--- src/rtl/fp8_addsub_arbiter_if.sv ---
// Requester/response bundle for fp8_addsub_arbiter: two operand ports and one response channel.
// master = requester/consumer side, slave = arbiter side.
interface fp8_addsub_arbiter_if;
  logic [1:0] req_valid;
  logic [1:0] req_ready;
  logic [7:0] req_a0;
  logic [7:0] req_b0;
  logic       req_op0;
  logic [7:0] req_a1;
  logic [7:0] req_b1;
  logic       req_op1;
  logic       rsp_valid;
  logic       rsp_ready;
  logic [7:0] rsp_result;
  logic [4:0] rsp_flags;
  logic       rsp_id;

  modport master (
    output req_valid, req_a0, req_b0, req_op0, req_a1, req_b1, req_op1, rsp_ready,
    input  req_ready, rsp_valid, rsp_result, rsp_flags, rsp_id
  );

  modport slave (
    input  req_valid, req_a0, req_b0, req_op0, req_a1, req_b1, req_op1, rsp_ready,
    output req_ready, rsp_valid, rsp_result, rsp_flags, rsp_id
  );
endinterface

--- src/rtl/fp8_addsub_arbiter.sv ---
// Two-port arbiter/sequencer around one FP8 (1|3|4, bias 3) adder/subtractor FPAddSub.
// Define FP8_ARB_FIXED_PRIO_EN for fixed priority (port 0 wins ties); default is round-robin.

// flags = {invalid, overflow, underflow, inexact, zero}; round to nearest even, exp 7 = inf/NaN.
module FPAddSub (
  input  logic [7:0] a,
  input  logic [7:0] b,
  input  logic       operation,
  output logic [7:0] result,
  output logic [4:0] flags
);
  logic        sa, sb, a_nan, b_nan, a_inf, b_inf, swap;
  logic        s_big, s_sml, sign_out, rnd_up, inexact;
  logic [2:0]  ea, eb, e_big, e_sml, d, lz, shamt;
  logic [4:0]  sig_big, sig_sml;
  logic [15:0] al_wide;
  logic [7:0]  al, norm;
  logic [8:0]  sum;
  logic [3:0]  e_n, e_fin;
  logic [5:0]  m5;

  always_comb begin
    sa      = a[7];
    sb      = b[7] ^ operation;
    ea      = a[6:4];
    eb      = b[6:4];
    a_nan   = (ea == 3'd7) && (a[3:0] != 4'd0);
    b_nan   = (eb == 3'd7) && (b[3:0] != 4'd0);
    a_inf   = (ea == 3'd7) && (a[3:0] == 4'd0);
    b_inf   = (eb == 3'd7) && (b[3:0] == 4'd0);
    swap    = b[6:0] > a[6:0];
    s_big   = swap ? sb : sa;
    s_sml   = swap ? sa : sb;
    e_big   = swap ? ((eb == 3'd0) ? 3'd1 : eb) : ((ea == 3'd0) ? 3'd1 : ea);
    e_sml   = swap ? ((ea == 3'd0) ? 3'd1 : ea) : ((eb == 3'd0) ? 3'd1 : eb);
    sig_big = swap ? {eb != 3'd0, b[3:0]} : {ea != 3'd0, a[3:0]};
    sig_sml = swap ? {ea != 3'd0, a[3:0]} : {eb != 3'd0, b[3:0]};
    d       = e_big - e_sml;
    // three guard positions below the mantissa; bits shifted past them fold into a sticky bit
    al_wide = {sig_sml, 11'b0} >> d;
    al      = {al_wide[15:9], al_wide[8] | (|al_wide[7:0])};
    if (s_big == s_sml) sum = {1'b0, sig_big, 3'b0} + {1'b0, al};
    else                sum = {1'b0, sig_big, 3'b0} - {1'b0, al};

    lz = 3'd7;
    for (int i = 0; i < 8; i++) begin
      if (sum[i]) lz = 3'(7 - i);
    end
    shamt = (lz > (e_big - 3'd1)) ? (e_big - 3'd1) : lz;
    if (sum[8]) begin
      norm = {sum[8:2], sum[1] | sum[0]};
      e_n  = {1'b0, e_big} + 4'd1;
    end else begin
      norm = sum[7:0] << shamt;
      e_n  = {1'b0, e_big} - {1'b0, shamt};
    end

    inexact  = |norm[2:0];
    rnd_up   = norm[2] & (norm[3] | norm[1] | norm[0]);
    m5       = {1'b0, norm[7:3]} + {5'b0, rnd_up};
    e_fin    = m5[5] ? (e_n + 4'd1) : (m5[4] ? e_n : 4'd0);
    sign_out = (m5 == 6'd0 && s_big != s_sml) ? 1'b0 : s_big;

    if (a_nan || b_nan || (a_inf && b_inf && (sa != sb))) begin
      result = 8'h78;
      flags  = 5'b10000;
    end else if (a_inf) begin
      result = {sa, 7'h70};
      flags  = 5'b00000;
    end else if (b_inf) begin
      result = {sb, 7'h70};
      flags  = 5'b00000;
    end else if (e_fin >= 4'd7) begin
      result = {sign_out, 7'h70};
      flags  = 5'b01010;
    end else begin
      result = {sign_out, e_fin[2:0], m5[3:0]};
      flags  = {2'b00, (e_fin == 4'd0) && inexact, inexact, m5 == 6'd0};
    end
  end
endmodule

// state | meaning
// IDLE  | arbitrate, handshake latches operands of the granted port
// EXEC  | FPAddSub evaluates from operand registers, result captured at end
// RESP  | rsp_valid high, held until rsp_ready
module fp8_addsub_arbiter #(
  parameter int NREQ = 2
) (
  input logic                 clk,
  input logic                 rst,
  fp8_addsub_arbiter_if.slave bus
);
  typedef enum logic [1:0] {IDLE, EXEC, RESP} state_t;

  state_t          state_q, state_d;
  logic [NREQ-1:0] grant;
  logic            pick1, hs, gnt_id;
  logic [7:0]      a_q, b_q, rsp_result_q, fp_result;
  logic            op_q, id_q, rsp_id_q;
  logic [4:0]      rsp_flags_q, fp_flags;
`ifndef FP8_ARB_FIXED_PRIO_EN
  logic            last_q;
`endif

`ifdef FP8_ARB_FIXED_PRIO_EN
  assign pick1 = bus.req_valid[1] & ~bus.req_valid[0];
`else
  assign pick1 = bus.req_valid[1] & (~bus.req_valid[0] | ~last_q);
`endif

  always_ff @(posedge clk) begin
    if (rst) state_q <= IDLE;
    else     state_q <= state_d;
  end

  always_comb begin
    state_d = state_q;
    grant   = '0;
    case (state_q)
      IDLE: begin
        if (!rst) grant = {pick1, bus.req_valid[0] & ~pick1};
        if (|grant) state_d = EXEC;
      end
      EXEC:    state_d = RESP;
      RESP:    if (bus.rsp_ready) state_d = IDLE;
      default: state_d = IDLE;
    endcase
  end

  assign hs     = |(bus.req_valid & grant);
  assign gnt_id = grant[1];

  always_ff @(posedge clk) begin
    if (rst) begin
      a_q          <= 8'h00;
      b_q          <= 8'h00;
      op_q         <= 1'b0;
      id_q         <= 1'b0;
      rsp_result_q <= 8'h00;
      rsp_flags_q  <= 5'h00;
      rsp_id_q     <= 1'b0;
`ifndef FP8_ARB_FIXED_PRIO_EN
      last_q       <= 1'b1;
`endif
    end else begin
      if (hs) begin
        a_q  <= gnt_id ? bus.req_a1  : bus.req_a0;
        b_q  <= gnt_id ? bus.req_b1  : bus.req_b0;
        op_q <= gnt_id ? bus.req_op1 : bus.req_op0;
        id_q <= gnt_id;
`ifndef FP8_ARB_FIXED_PRIO_EN
        last_q <= gnt_id;
`endif
      end
      if (state_q == EXEC) begin
        rsp_result_q <= fp_result;
        rsp_flags_q  <= fp_flags;
        rsp_id_q     <= id_q;
      end
    end
  end

  FPAddSub u_fpaddsub (
    .a         (a_q),
    .b         (b_q),
    .operation (op_q),
    .result    (fp_result),
    .flags     (fp_flags)
  );

  assign bus.req_ready  = grant;
  assign bus.rsp_valid  = (state_q == RESP);
  assign bus.rsp_result = rsp_result_q;
  assign bus.rsp_flags  = rsp_flags_q;
  assign bus.rsp_id     = rsp_id_q;
endmodule

--- src/flat_wrapper.sv ---
// flat-port wrapper written by rule: the top's interface ports become plain ports
module fp8_addsub_arbiter_flat 
#(
  parameter int NREQ = 2
)
  (clk, rst, bus_req_valid, bus_req_a0, bus_req_b0, bus_req_op0, bus_req_a1, bus_req_b1, bus_req_op1, bus_rsp_ready, bus_req_ready, bus_rsp_valid, bus_rsp_result, bus_rsp_flags, bus_rsp_id);
  fp8_addsub_arbiter_if bus_i ();
  input logic clk;
  input logic rst;
  input wire logic [$bits(bus_i.req_valid)-1:0] bus_req_valid;
  input wire logic [$bits(bus_i.req_a0)-1:0] bus_req_a0;
  input wire logic [$bits(bus_i.req_b0)-1:0] bus_req_b0;
  input wire logic [$bits(bus_i.req_op0)-1:0] bus_req_op0;
  input wire logic [$bits(bus_i.req_a1)-1:0] bus_req_a1;
  input wire logic [$bits(bus_i.req_b1)-1:0] bus_req_b1;
  input wire logic [$bits(bus_i.req_op1)-1:0] bus_req_op1;
  input wire logic [$bits(bus_i.rsp_ready)-1:0] bus_rsp_ready;
  output wire logic [$bits(bus_i.req_ready)-1:0] bus_req_ready;
  output wire logic [$bits(bus_i.rsp_valid)-1:0] bus_rsp_valid;
  output wire logic [$bits(bus_i.rsp_result)-1:0] bus_rsp_result;
  output wire logic [$bits(bus_i.rsp_flags)-1:0] bus_rsp_flags;
  output wire logic [$bits(bus_i.rsp_id)-1:0] bus_rsp_id;
  assign bus_i.req_valid = bus_req_valid;
  assign bus_i.req_a0 = bus_req_a0;
  assign bus_i.req_b0 = bus_req_b0;
  assign bus_i.req_op0 = bus_req_op0;
  assign bus_i.req_a1 = bus_req_a1;
  assign bus_i.req_b1 = bus_req_b1;
  assign bus_i.req_op1 = bus_req_op1;
  assign bus_i.rsp_ready = bus_rsp_ready;
  assign bus_req_ready = bus_i.req_ready;
  assign bus_rsp_valid = bus_i.rsp_valid;
  assign bus_rsp_result = bus_i.rsp_result;
  assign bus_rsp_flags = bus_i.rsp_flags;
  assign bus_rsp_id = bus_i.rsp_id;
  fp8_addsub_arbiter #(.NREQ(NREQ)) u_core (.clk(clk), .rst(rst), .bus(bus_i));
endmodule
--- config.mk ---
export PLATFORM = sky130hd
export DESIGN_NAME = fp8_addsub_arbiter_flat
export DESIGN_NICKNAME = d
export VERILOG_FILES = /design/src/rtl/fp8_addsub_arbiter_if.sv /design/src/rtl/fp8_addsub_arbiter.sv /design/src/flat_wrapper.sv
export SDC_FILE = /design/constraint.sdc
export NUM_CORES = 1
export LEC_CHECK = 0
export CORE_ASPECT_RATIO = 0.7
export CORE_MARGIN = 2
export CORE_UTILIZATION = 51
export DETAILED_ROUTE_END_ITERATION = 8
export GPL_ROUTABILITY_DRIVEN = 0
export PLACE_DENSITY = 0.74
export SLEW_MARGIN = 10
export SYNTH_ARGS = -nofsm -noshare
export SYNTH_HDL_FRONTEND = slang
export SYNTH_SLANG_ARGS = --single-unit
--- constraint.sdc ---
create_clock -name clk -period 13.2 [get_ports clk]
set_clock_uncertainty 0.1 [all_clocks]
set_input_delay 2.64 -clock clk [delete_from_list [all_inputs] [get_ports clk]]
set_output_delay 2.64 -clock clk [all_outputs]
set_load 0.05 [all_outputs]
; ---- Yosys cells after proc, flatten, opt, wreduce, memory -nomap -nowiden
; Index checks and enable logic that the tools add are counted.
[op_classes]
add_sub_neg = 8
magnitude_cmp = 3
n_eq_ne = 9
shift = 2
mux = 39
bitwise_logic = 13
n_reduce_logical = 26
[ops]
columns = cell, n
row1 = 8-bit two-way mux, 6
row2 = 3-bit two-way mux, 11
row3 = 4-bit two-way mux, 6
row4 = 16-bit by 3-bit right shift with 16-bit output, 1
row5 = 5-bit two-way mux, 3
row6 = 4-bit logical NOT, 3
row7 = 2-bit two-way mux, 5
row8 = 8-bit by 8-bit adder with 9-bit output, 1
row9 = 9-bit two-way mux, 1
row10 = 8-bit by 8-bit subtractor with 9-bit output, 1
row11 = 1-bit logical AND, 8
row12 = 4-bit nonzero test, 2
row13 = 8-bit OR reduction, 1
row14 = 8-bit by 3-bit left shift with 8-bit output, 1
row15 = 7-bit greater-than comparator, 1
row16 = 7-bit two-way mux, 1
row17 = 5-bit by 1-bit adder with 6-bit output, 1
row18 = "3-bit equality test, second input constant", 2
row19 = 3-bit logical NOT, 2
row20 = 6-bit logical NOT, 1
row21 = 2-bit case mux with 3 select lines, 1
row22 = 3-bit nonzero test, 2
row23 = 1-bit two-way mux, 5
row24 = 1-bit OR, 5
row25 = other kinds (22), 29
[word_totals]
ff_bits = 35
input_bits = 39

; ---- Longest topological paths before layout
; Gate-level depths: netlist of run 1.
[depth]
depth_word = 32
mapped_depth = 47
ltp_nobuf = 43

; ---- Hierarchy
; A second synthesis of run 1 with hierarchy kept.
[hier_totals]
cells_unflattened = 618
area_unflattened_um2 = 4693.3
[modules_own_cells]
columns = module, instances, cells_each, area_each_um2, seq_area_each_um2
row1 = FPAddSub, 1, 462, 3145.5, 0.0
row2 = fp8_addsub_arbiter, 1, 156, 1547.7, 700.7

; ---- Worst setup path before layout of run 1
; OpenSTA, ideal clock, no wires.
[synth_path]
path_kind = reg-to-reg
startpoint = register u_core.a_q[6]
endpoint = register u_core.rsp_flags_q[2], in the netlist u_core.bus.rsp_flags[2]
setup_time_ps = 86
arrival_ps = 9091
required_time_ps = 13014
setup_slack_ps = 3923
stages_incl_launch_ff = 43
path_buffers = 4
synth_period_minus_slack_ps = 9277
cell_sequence = dfxtp_1 -> inv_1 -> ha_1 -> buf_4 -> a21oi_1 -> o21ai_2 -> nor2_1 -> nor2_1 -> o31ai_1 -> ha_1 -> fa_1 -> clkbuf_1 -> a21oi_1 -> mux2i_1 -> or2_2 -> ha_1 -> nor2b_1 -> nand2_1 -> [7 not listed] -> nand2b_1 -> inv_1 -> a31oi_1 -> clkbuf_1 -> a311oi_1 -> o21ai_2 -> and2_4 -> buf_6 -> ha_1 -> and2_1 -> ha_1 -> a21o_1 -> a21oi_1 -> xor2_2 -> xnor2_1 -> or4b_1 -> and2_1 -> a221oi_2
[synth_via]
elab_chain_len = 32
word_cells_on_any_way = 56
classes_between = add/sub (8) / order compare (3) / eq/ne (2) / shift (2) / mux (24) / bitwise (5) / reduce/logical (12)
[synth_lines]
columns = element, line_no
row1 = "start, declared", fp8_addsub_arbiter.sv:99  ; logic [7:0] a_q, b_q, rsp_result_q, fp_result;
row2 = "start signal, assigned", fp8_addsub_arbiter.sv:148  ; a_q <= gnt_id ? bus.req_a1 : bus.req_a0;
row3 = "parallel branches: the longest is 31 deep, another holds 8-bit by 8-bit subtractor with 9-bit output", n/a
row4 = 5-bit two-way mux *, fp8_addsub_arbiter.sv:64  ; if (a_nan || b_nan || (a_inf && b_inf && (sa != sb))) begin
row5 = "end signal, assigned", fp8_addsub_arbiter.sv:158  ; rsp_flags_q <= fp_flags;
row6 = "end, declared", fp8_addsub_arbiter.sv:101  ; logic [4:0] rsp_flags_q, fp_flags;
; Every way passes the cells marked *.
; A chain may end at the register's enable or synchronous reset.

; ---- Final worst setup path of run 1
; Ends and elaborated chain as after synthesis.

==> results.ini, run 1 <==
[synth]
synth_edf_count = 0
synthTopCellsByCount = 90 x nand2_1, 63 x nor2_1, 35 x dfxtp_1
yosysMostFrequentCell = nand2_1
async_reset_ff_frac = 0
yosys_register_bits = 35
synth.distinct_cells = 90
synth-seq-area-share = 0.158
synthTopCellsByArea = dfxtp_1 16%, ha_1 8.5%, nand2_1 7.6%, nor2_1 5.3%, a311oi_1 3.7%
yosysTopAreaCell = dfxtp_1
syn_avg_cell_area_um2 = 7.26
syn_nets = 684
synth.top_cell.area_share = 0.158
yosysWarnings = 0
synth_ff_type = dfxtp_1
synthCells = 612
synthesis.area_um2 = 4440

[worst_hold_path]
hold_class = reg -> reg
worstHoldPathCells = 2

[final_layout]
antenna_cells = 0
design_area_um2 = 5180
nFillCells = 759
drive_above_1_share = 0.0690
final_nets = 723
synthToLayoutAreaGrowth_pct = 16.7
fin_cells = 772

[critical_path]
slowest_delay_ns = 0.76
cp.arrival_ns = 11.08
cp_max_fo = 13
crit_top_cell = ha_1
reg2reg_depth = 39
slowest_stage = o31ai_1
critical_path_class = reg -> reg
path_delay_family = compound AO/OA/AOI/OAI gates
crit_cells = 39
cp-start-kind = register
critPathBufInv = 5
cp-end-kind = register
crit_required_ns = 13.28

[route]
postRouteAntennaNets = 0
routed_wl_um = 13500
via_count = 5009
drc_errors = 0
drt_iter0_drc = 325
via_per_inst = 6.49
routedWlPerCell_um = 17.5
drtPass1Iterations = 5

[global_routing]
grt_max_degree = 36
grt_pass1_vias = 4589
grt_overflow_total = 0
grt_usage = 0.289
grt_first_pass_wirelength_um = 22100
antenna_found_initial = 0

[place]
dp_hpwl_um = 10500
dpl_cell_area_um2 = 5040
placed_cells = 764
port_buffers = 55

[floorplan]
dieArea_um2 = 9480
die_y_um = 82.1
fp-row-count = 28
core-area_um2 = 8440
pin_count = 56
die_width_um = 116
initial_utilization = 0.526

[clocking]
post_cts_buffers = 0
clock_latency_ns = 0.28
cts_tree = done
cts_buffers = 5
cts_root_buf = clkbuf_16
clkSinkCount = 35
cts_hold_buffers = 0
cts_resized = 0
cts_buffer_depth = 2
clk_pin_slew_ns = 0.06
h-tree-depth = 2

[timing]
max_slew_margin = 0.194
finalHoldViolations = 0
finalSetupTns_ns = 0
worst_pin_slew_ns = 1.20
period_minus_slack_ns = 11.00
finalSetupViolCount = 0
rsz0062_at_grt = false
max_freq_ghz = 0.0909
drv_slew = 0
period_share = 0.833

[run_status]
status = completed

[flow_run]
maxCapViolations = 0

-- tightest hold or removal path: cells and delay by family, from the launching register on --
kind | cells | cell delay (ns)
simple gates | 1 | 0.05
compound gates | 1 | 0.05
flops | 1 | 0.31
-- per-layer routing --
metal / global-route usage / up-vias / wire length, um
met5: 0 / - / 0
met4: 0.0759 / 0 / 177
met3: 0.0664 / 29 / 1310
met2: 0.445 / 274 / 5690
met1: 0.406 / 2311 / 6300
li1: - / 2395 / -
-- cell usage in the layout (no fill, tap or decap), types with 19 or more instances in the layout --
cell and instances:
a21oi_1 29, a311oi_1 19, clkdlybuf4s50_1 55, dfxtp_1 35, ha_1 30, inv_1 32, nand2_1 90, nor2_1 63
nor3_1 19, o21ai_0 31
-- sequential cells by signal, summed over array words and instances, names as in the netlist --
signal and cells:
u_core.op_q 1, u_core.b_q 8, u_core.a_q 8, u_core.bus.rsp_result 8, u_core.bus.rsp_id 1, u_core.id_q 1
u_core.bus.rsp_flags 5, u_core.last_q 1, u_core.state_q 2
-- worst paths after layout --
kind	from	end	slack, ns
worst min register to register	u_core.id_q	u_core.bus.rsp_id	0.36
worst min-delay path	u_core.id_q	u_core.bus.rsp_id	0.36
worst max register to register	u_core.a_q[6]	u_core.bus.rsp_flags[2]	2.20
worst max-delay path	u_core.a_q[6]	u_core.bus.rsp_flags[2]	2.20
-- per-stage QoR --
| stage | setup WS, ns | utilization | hold WS, ns |
|---|---|---|---|
| final | 2.20 | 0.614 | 0.364 |
| after global placement | 2.85 | 0.597 | 0.347 |
| after floorplan | 3.92 | - | 0.332 |
| after detailed placement | 2.45 | 0.597 | 0.360 |
| after CTS | 2.41 | 0.614 | 0.366 |
| after global routing | 1.32 | 0.614 | 0.394 |
-- cell type report --
cell class | count | area (um2) | share of cell area
multi-input cells | 517 | 3490 | 0.673
flip-flops and latches | 35 | 701 | 0.135
repair buffers | 57 | 566 | 0.109
well taps | 120 | 150 | 0.0290
inverters | 35 | 136 | 0.0263
clock buffers | 6 | 129 | 0.0249
clock inverters | 2 | 12.5 | 0.00241
-- cells by family (layout without fill, tap and decap cells) --
| family | Yosys count | count (layout) | share of synthesized area |
|---|---|---|---|
| and+or+nand+nor | 253 | 253 | 0.270 |
| AOI/OAI and AO/OA | 205 | 205 | 0.361 |
| buffers and inverters | 60 | 100 | 0.0563 |
| DFF | 35 | 35 | 0.158 |
| adders and majority gates | 33 | 33 | 0.0980 |
| xor gates and xnor gates | 17 | 17 | 0.0352 |
| muxes | 9 | 9 | 0.0208 |
Power of run 1 is not shown: default switching activity piles up to over one toggle a cycle in this logic, so the estimate is an artifact.
==> run 2, diff against run 1 <==
Settings changed: PLACE_DENSITY 0.74 to 0.77.
Clock period 13.2 ns to 9.45 ns, I/O delays scaled along.
==> run 2 against run 1 <==
Effect of this change: sequential share of layout area down 1.2 points; via count up 5.6%; global-route usage up 1.4 points.
==> results.ini, run 2 (synthesis gave the netlist of run 1 again) <==
[run_status]
status = completed  ; unchanged

[floorplan]
dieArea_um2 = 9480  ; unchanged
pin_count = 56  ; unchanged
die_width_um = 116  ; unchanged
fp-row-count = 28  ; unchanged
core-area_um2 = 8440  ; unchanged
die_y_um = 82.1  ; unchanged
initial_utilization = 0.526  ; unchanged

[clocking]
h-tree-depth = 2  ; unchanged
clock_latency_ns = 0.29  ; was 0.28 ns
cts_buffer_depth = 2  ; unchanged
cts_buffers = 5  ; unchanged
clk_pin_slew_ns = 0.06  ; about the same
cts_root_buf = clkbuf_16  ; unchanged
cts_tree = done  ; unchanged
clkSinkCount = 35  ; unchanged

[critical_path]
cp-start-kind = register  ; unchanged
cp_max_fo = 8  ; was 13
rrSetupSlack_ns = 0.24  ; was 2.20 ns
r2r_end = u_core.bus.rsp_flags[2]  ; unchanged
reg2reg_depth = 40  ; was 39
crit_top_cell = ha_1  ; unchanged
cp-startpoint = u_core.a_q[3]  ; was u_core.a_q[6]
rr_startpoint = u_core.a_q[3]  ; was u_core.a_q[6]
cp.arrival_ns = 9.32  ; was 11.08 ns
slowest_stage = fa_2  ; was o31ai_1
crit_required_ns = 9.56  ; was 13.28 ns
cp-end-kind = register  ; unchanged
critical_path_class = reg -> reg  ; unchanged
slowest_delay_ns = 0.61  ; was 0.76 ns
worstSetupEndpoint = u_core.bus.rsp_flags[2]  ; unchanged

[timing]
period_share = 0.975  ; was 0.833
max_slew_margin = 0.244  ; was 0.194
finalHoldViolations = 0  ; unchanged
period_minus_slack_ns = 9.21  ; was 11.00 ns
timing.final.ws_setup_ns = 0.237  ; was 2.20 ns
finalSetupTns_ns = 0  ; unchanged
max_freq_ghz = 0.109  ; was 0.0909 GHz
drv_slew = 0  ; unchanged
worst_pin_slew_ns = 1.13  ; was 1.20 ns
finalSetupViolCount = 0  ; unchanged

[global_routing]
antenna_found_initial = 0  ; unchanged
grt_usage = 0.303  ; was 0.289
grt_first_pass_wirelength_um = 23100  ; was 22100 um
grt_overflow_total = 0  ; unchanged
grt_max_degree = 36  ; unchanged
grt_pass1_vias = 4745  ; was 4589

[place]
dp_hpwl_um = 11200  ; was 10500 um
port_buffers = 55  ; unchanged
placed_cells = 789  ; was 764
pre_cts_slack_ns = -0.0693  ; was 2.45 ns

[route]
via_count = 5292  ; was 5009
drt_iter0_drc = 630  ; was 325
routedWlPerCell_um = 18.5  ; was 17.5 um
drc_errors = 0  ; unchanged
drtPass1Iterations = 6  ; was 5
routed_wl_um = 15100  ; was 13500 um
postRouteAntennaNets = 0  ; unchanged
via_per_inst = 6.47  ; was 6.49

[final_layout]
final_common_cell = nand2_1  ; unchanged
fin_cells = 818  ; was 772
synthToLayoutAreaGrowth_pct = 28.9  ; was 16.7%
antenna_cells = 0  ; unchanged
final_cell_mix = 90 x nand2_1, 59 x nor2_1, 55 x clkdlybuf4s50_1  ; was 90 x nand2_1, 63 x nor2_1, 55 x clkdlybuf4s50_1
fin_util = 0.678  ; was 0.614
final_nets = 769  ; was 723
drive_above_1_share = 0.172  ; was 0.0690

[flow_run]
maxCapViolations = 0  ; unchanged

[worst_hold_path]
hold_class = reg -> reg  ; unchanged
worstHoldPathCells = 2  ; unchanged

## run 2: changes by cell type in the layout (fill, tap and decap cells not counted), moves of 3 or more
cell | before | now
ha_4 | 0 | 3
a21oi_1 | 29 | 25
ha_1 | 30 | 24
nor2_1 | 63 | 59
ha_2 | 0 | 3
buf_4 | 2 | 46
a21oi_2 | 0 | 4
nor2_2 | 0 | 3
## run 2: worst max-delay path, delay by kind of cell, from the launching register on
kind,cells,cell delay (ns)
compound gates,12,2.60
xor+xnor,2,0.38
fa+ha+maj,7,2.35
buf+inv,4,0.49
flops,1,0.32
mux,1,0.12
simple gates,14,2.76
## run 2: cell type report
class	instances	area [um2]
Clock buffer	6	139
Clock inverter	2	16.3
Fill cell	691	2720
Inverter	35	136
Multi-Input combinational cell	518	3680
Sequential cell	35	703
Tap cell	120	150
Timing Repair Buffer	102	901
## run 2: per-layer routing
layer  part of all wire  up-vias  GRT usage
met5                  0        -          0
met2               0.44      293      0.467
met1               0.45     2487      0.437
met4              0.013        0     0.0735
li1                   -     2487          -
met3               0.10       25     0.0546
## run 2: repair_timing
item | 4_1_cts | 5_1_grt
gates resized for setup | 2 | 33
pin swaps | 0 | 8
endpoints found under the setup margin | 4 | 12
buffers inserted | 0 | 20
hold buffers | 0 | 0
gates cloned | 0 | 1
## run 2: how the worst min path moves through the flow
stage                             end  slack [ns]               from
global placement    u_core.bus.rsp_id        0.35  u_core.bus.rsp_id
finish              u_core.bus.rsp_id        0.36        u_core.id_q
CTS                 u_core.bus.rsp_id        0.36        u_core.id_q
floorplan           u_core.bus.rsp_id        0.33        u_core.id_q
global route        u_core.bus.rsp_id        0.37        u_core.id_q
detailed placement  u_core.bus.rsp_id        0.36        u_core.id_q
## run 2: metrics by stage
stage	area [um2]	hold WS, ns
2_1_floorplan	4440	0.332
3_3_place_gp	5230	0.346
3_5_place_dp	5230	0.356
4_1_cts	5400	0.364
5_1_grt	5730	0.372
6_report	5730	0.359
Power of run 2 is left out for the same reason.
==> run 3, diff against run 2 <==
Settings changed: CELL_PAD_IN_SITES_DETAIL_PLACEMENT set to 1, CELL_PAD_IN_SITES_GLOBAL_PLACEMENT set to 1, CORE_UTILIZATION 51 to 38, PLACE_DENSITY 0.77 to not set, PLACE_DENSITY_LB_ADDON set to 0.1.
==> run 3 against run 2 <==
Effect of this change: cell count rose by 5.3%; clock-buffer cell count fell by 1; via count rose by 0.70%; die area rose by 33%; flip-flop and latch count did not move; highest routed layer unchanged; register-to-register slack improved by 0.12 ns.
==> results.ini, run 3 (synthesis gave the netlist of run 1 again) <==
[timing]
finalHoldViolations = 0  ; unchanged
period_minus_slack_ns = 9.09  ; was 9.21 ns
drv_slew = 0  ; unchanged
finalSetupViolCount = 0  ; unchanged
worst_pin_slew_ns = 1.17  ; was 1.13 ns
max_freq_ghz = 0.110  ; was 0.109 GHz
whs_ns = 0.373  ; was 0.359 ns
period_share = 0.962  ; was 0.975
max_slew_margin = 0.219  ; was 0.244

[final_layout]
final_common_cell = nand2_1  ; unchanged
antenna_cells = 0  ; unchanged
drive_above_1_share = 0.191  ; was 0.172
design_area_um2 = 5870  ; was 5730 um2
synthToLayoutAreaGrowth_pct = 32.1  ; was 28.9%
fin_cells = 861  ; was 818
final_nets = 779  ; was 769
final_cell_mix = 90 x nand2_1, 59 x nor2_1, 57 x buf_4  ; was 90 x nand2_1, 59 x nor2_1, 55 x clkdlybuf4s50_1

[global_routing]
grt_pass1_vias = 5266  ; was 4745
antenna_found_initial = 0  ; unchanged
grt_usage = 0.276  ; was 0.303
grt_max_degree = 36  ; unchanged
grt_overflow_total = 0  ; unchanged
grt_first_pass_wirelength_um = 28000  ; was 23100 um

[route]
via_per_inst = 6.19  ; was 6.47
drtPass1Iterations = 5  ; was 6
routed_wl_um = 17900  ; was 15100 um
drt_iter0_drc = 283  ; was 630
wirelength_met1_um = 8690  ; was 6780 um
top_layer_used = met4  ; unchanged
drc_errors = 0  ; unchanged
met2_length_um = 7640  ; was 6570 um
via_count = 5329  ; was 5292
postRouteAntennaNets = 0  ; unchanged
met3_length_um = 1330  ; was 1560 um
routedWlPerCell_um = 20.8  ; was 18.5 um

[clocking]
clk_pin_slew_ns = 0.06  ; about the same
clock_latency_ns = 0.28  ; was 0.29 ns
clkSinkCount = 35  ; unchanged
cts_tree = done  ; unchanged
cts_buffer_depth = 2  ; unchanged
cts_hold_buffers = 0  ; unchanged
cts_buffers = 5  ; unchanged
h-tree-depth = 2  ; unchanged
cts_root_buf = clkbuf_16  ; unchanged

[critical_path]
critical_path_class = reg -> reg  ; unchanged
cp-start-kind = register  ; unchanged
slowest_stage = or4b_1  ; was fa_2
crit_top_cell = ha_1  ; unchanged
slowest_delay_ns = 0.54  ; was 0.61 ns
crit_required_ns = 9.55  ; was 9.56 ns
cp-end-kind = register  ; unchanged
cp.arrival_ns = 9.19  ; was 9.32 ns
cp_max_fo = 11  ; was 8

[floorplan]
initial_utilization = 0.396  ; was 0.526
core-area_um2 = 11200  ; was 8440 um2
die_width_um = 133  ; was 116 um
die_y_um = 94.5  ; was 82.1 um
pin_count = 56  ; unchanged
dieArea_um2 = 12600  ; was 9480 um2
fp-row-count = 32  ; was 28

[flow_run]
maxCapViolations = 0  ; unchanged

[place]
dpl_cell_area_um2 = 5330  ; was 5230 um2
port_buffers = 55  ; unchanged
dp_hpwl_um = 13800  ; was 11200 um
placed_cells = 830  ; was 789

[run_status]
status = completed  ; unchanged

[worst_hold_path]
hold_class = reg -> reg  ; unchanged

==> run 3: what timing repair did <==
item | in CTS | in global routing
pin swaps | 2 | 9
gates resized for setup | 9 | 32
endpoints found under the hold margin | 0 | 0
setup endpoints to repair | 12 | 12
buffers inserted | 4 | 19
==> run 3: critical path: cells and delay by family, from the launching register on <==
family | cells | cell delay [ns]
compound gates | 13 | 2.58
xor+xnor | 3 | 0.66
flops | 1 | 0.42
simple gates | 11 | 2.60
buf+inv | 6 | 0.69
fa+ha+maj | 7 | 1.95
==> run 3: layout make-up <==
cell class	instances	area (um2)
fill	1411	5350
clock buffer	5	125
clock inverter	3	47.5
multi-input combinational	517	3680
timing repair buffer	113	983
inverter	35	136
tap	153	191
sequential	35	703
==> run 3: per-layer routing <==
metal / GRT usage / vias to the layer above
met5: 0 / -
met4: 0.0496 / 0
met3: 0.0488 / 28
met2: 0.425 / 201
met1: 0.407 / 2599
li1: - / 2501
==> run 3: worst paths after layout <==
| kind | start | endpoint | cells after the start | slack (ns) |
|---|---|---|---|---|
| min | u_core.id_q | u_core.id_q | 2 | 0.37 |
| min reg2reg | u_core.id_q | u_core.id_q | 2 | 0.37 |
| max | u_core.b_q[0] | u_core.bus.rsp_flags[2] | 40 | 0.36 |
| max reg2reg | u_core.b_q[0] | u_core.bus.rsp_flags[2] | 40 | 0.36 |
==> run 3: stage by stage <==
stage / worst slack (ns) / utilization / setup TNS, ns
floorplan: 0.173 / - / 0
global placement: 0.0586 / 0.476 / 0
detailed placement: -0.340 / 0.476 / -2.28
CTS: 0.0251 / 0.499 / 0
global route: -0.0601 / 0.523 / -0.178
finish: 0.360 / 0.523 / 0
Power of run 3 is left out for the same reason.
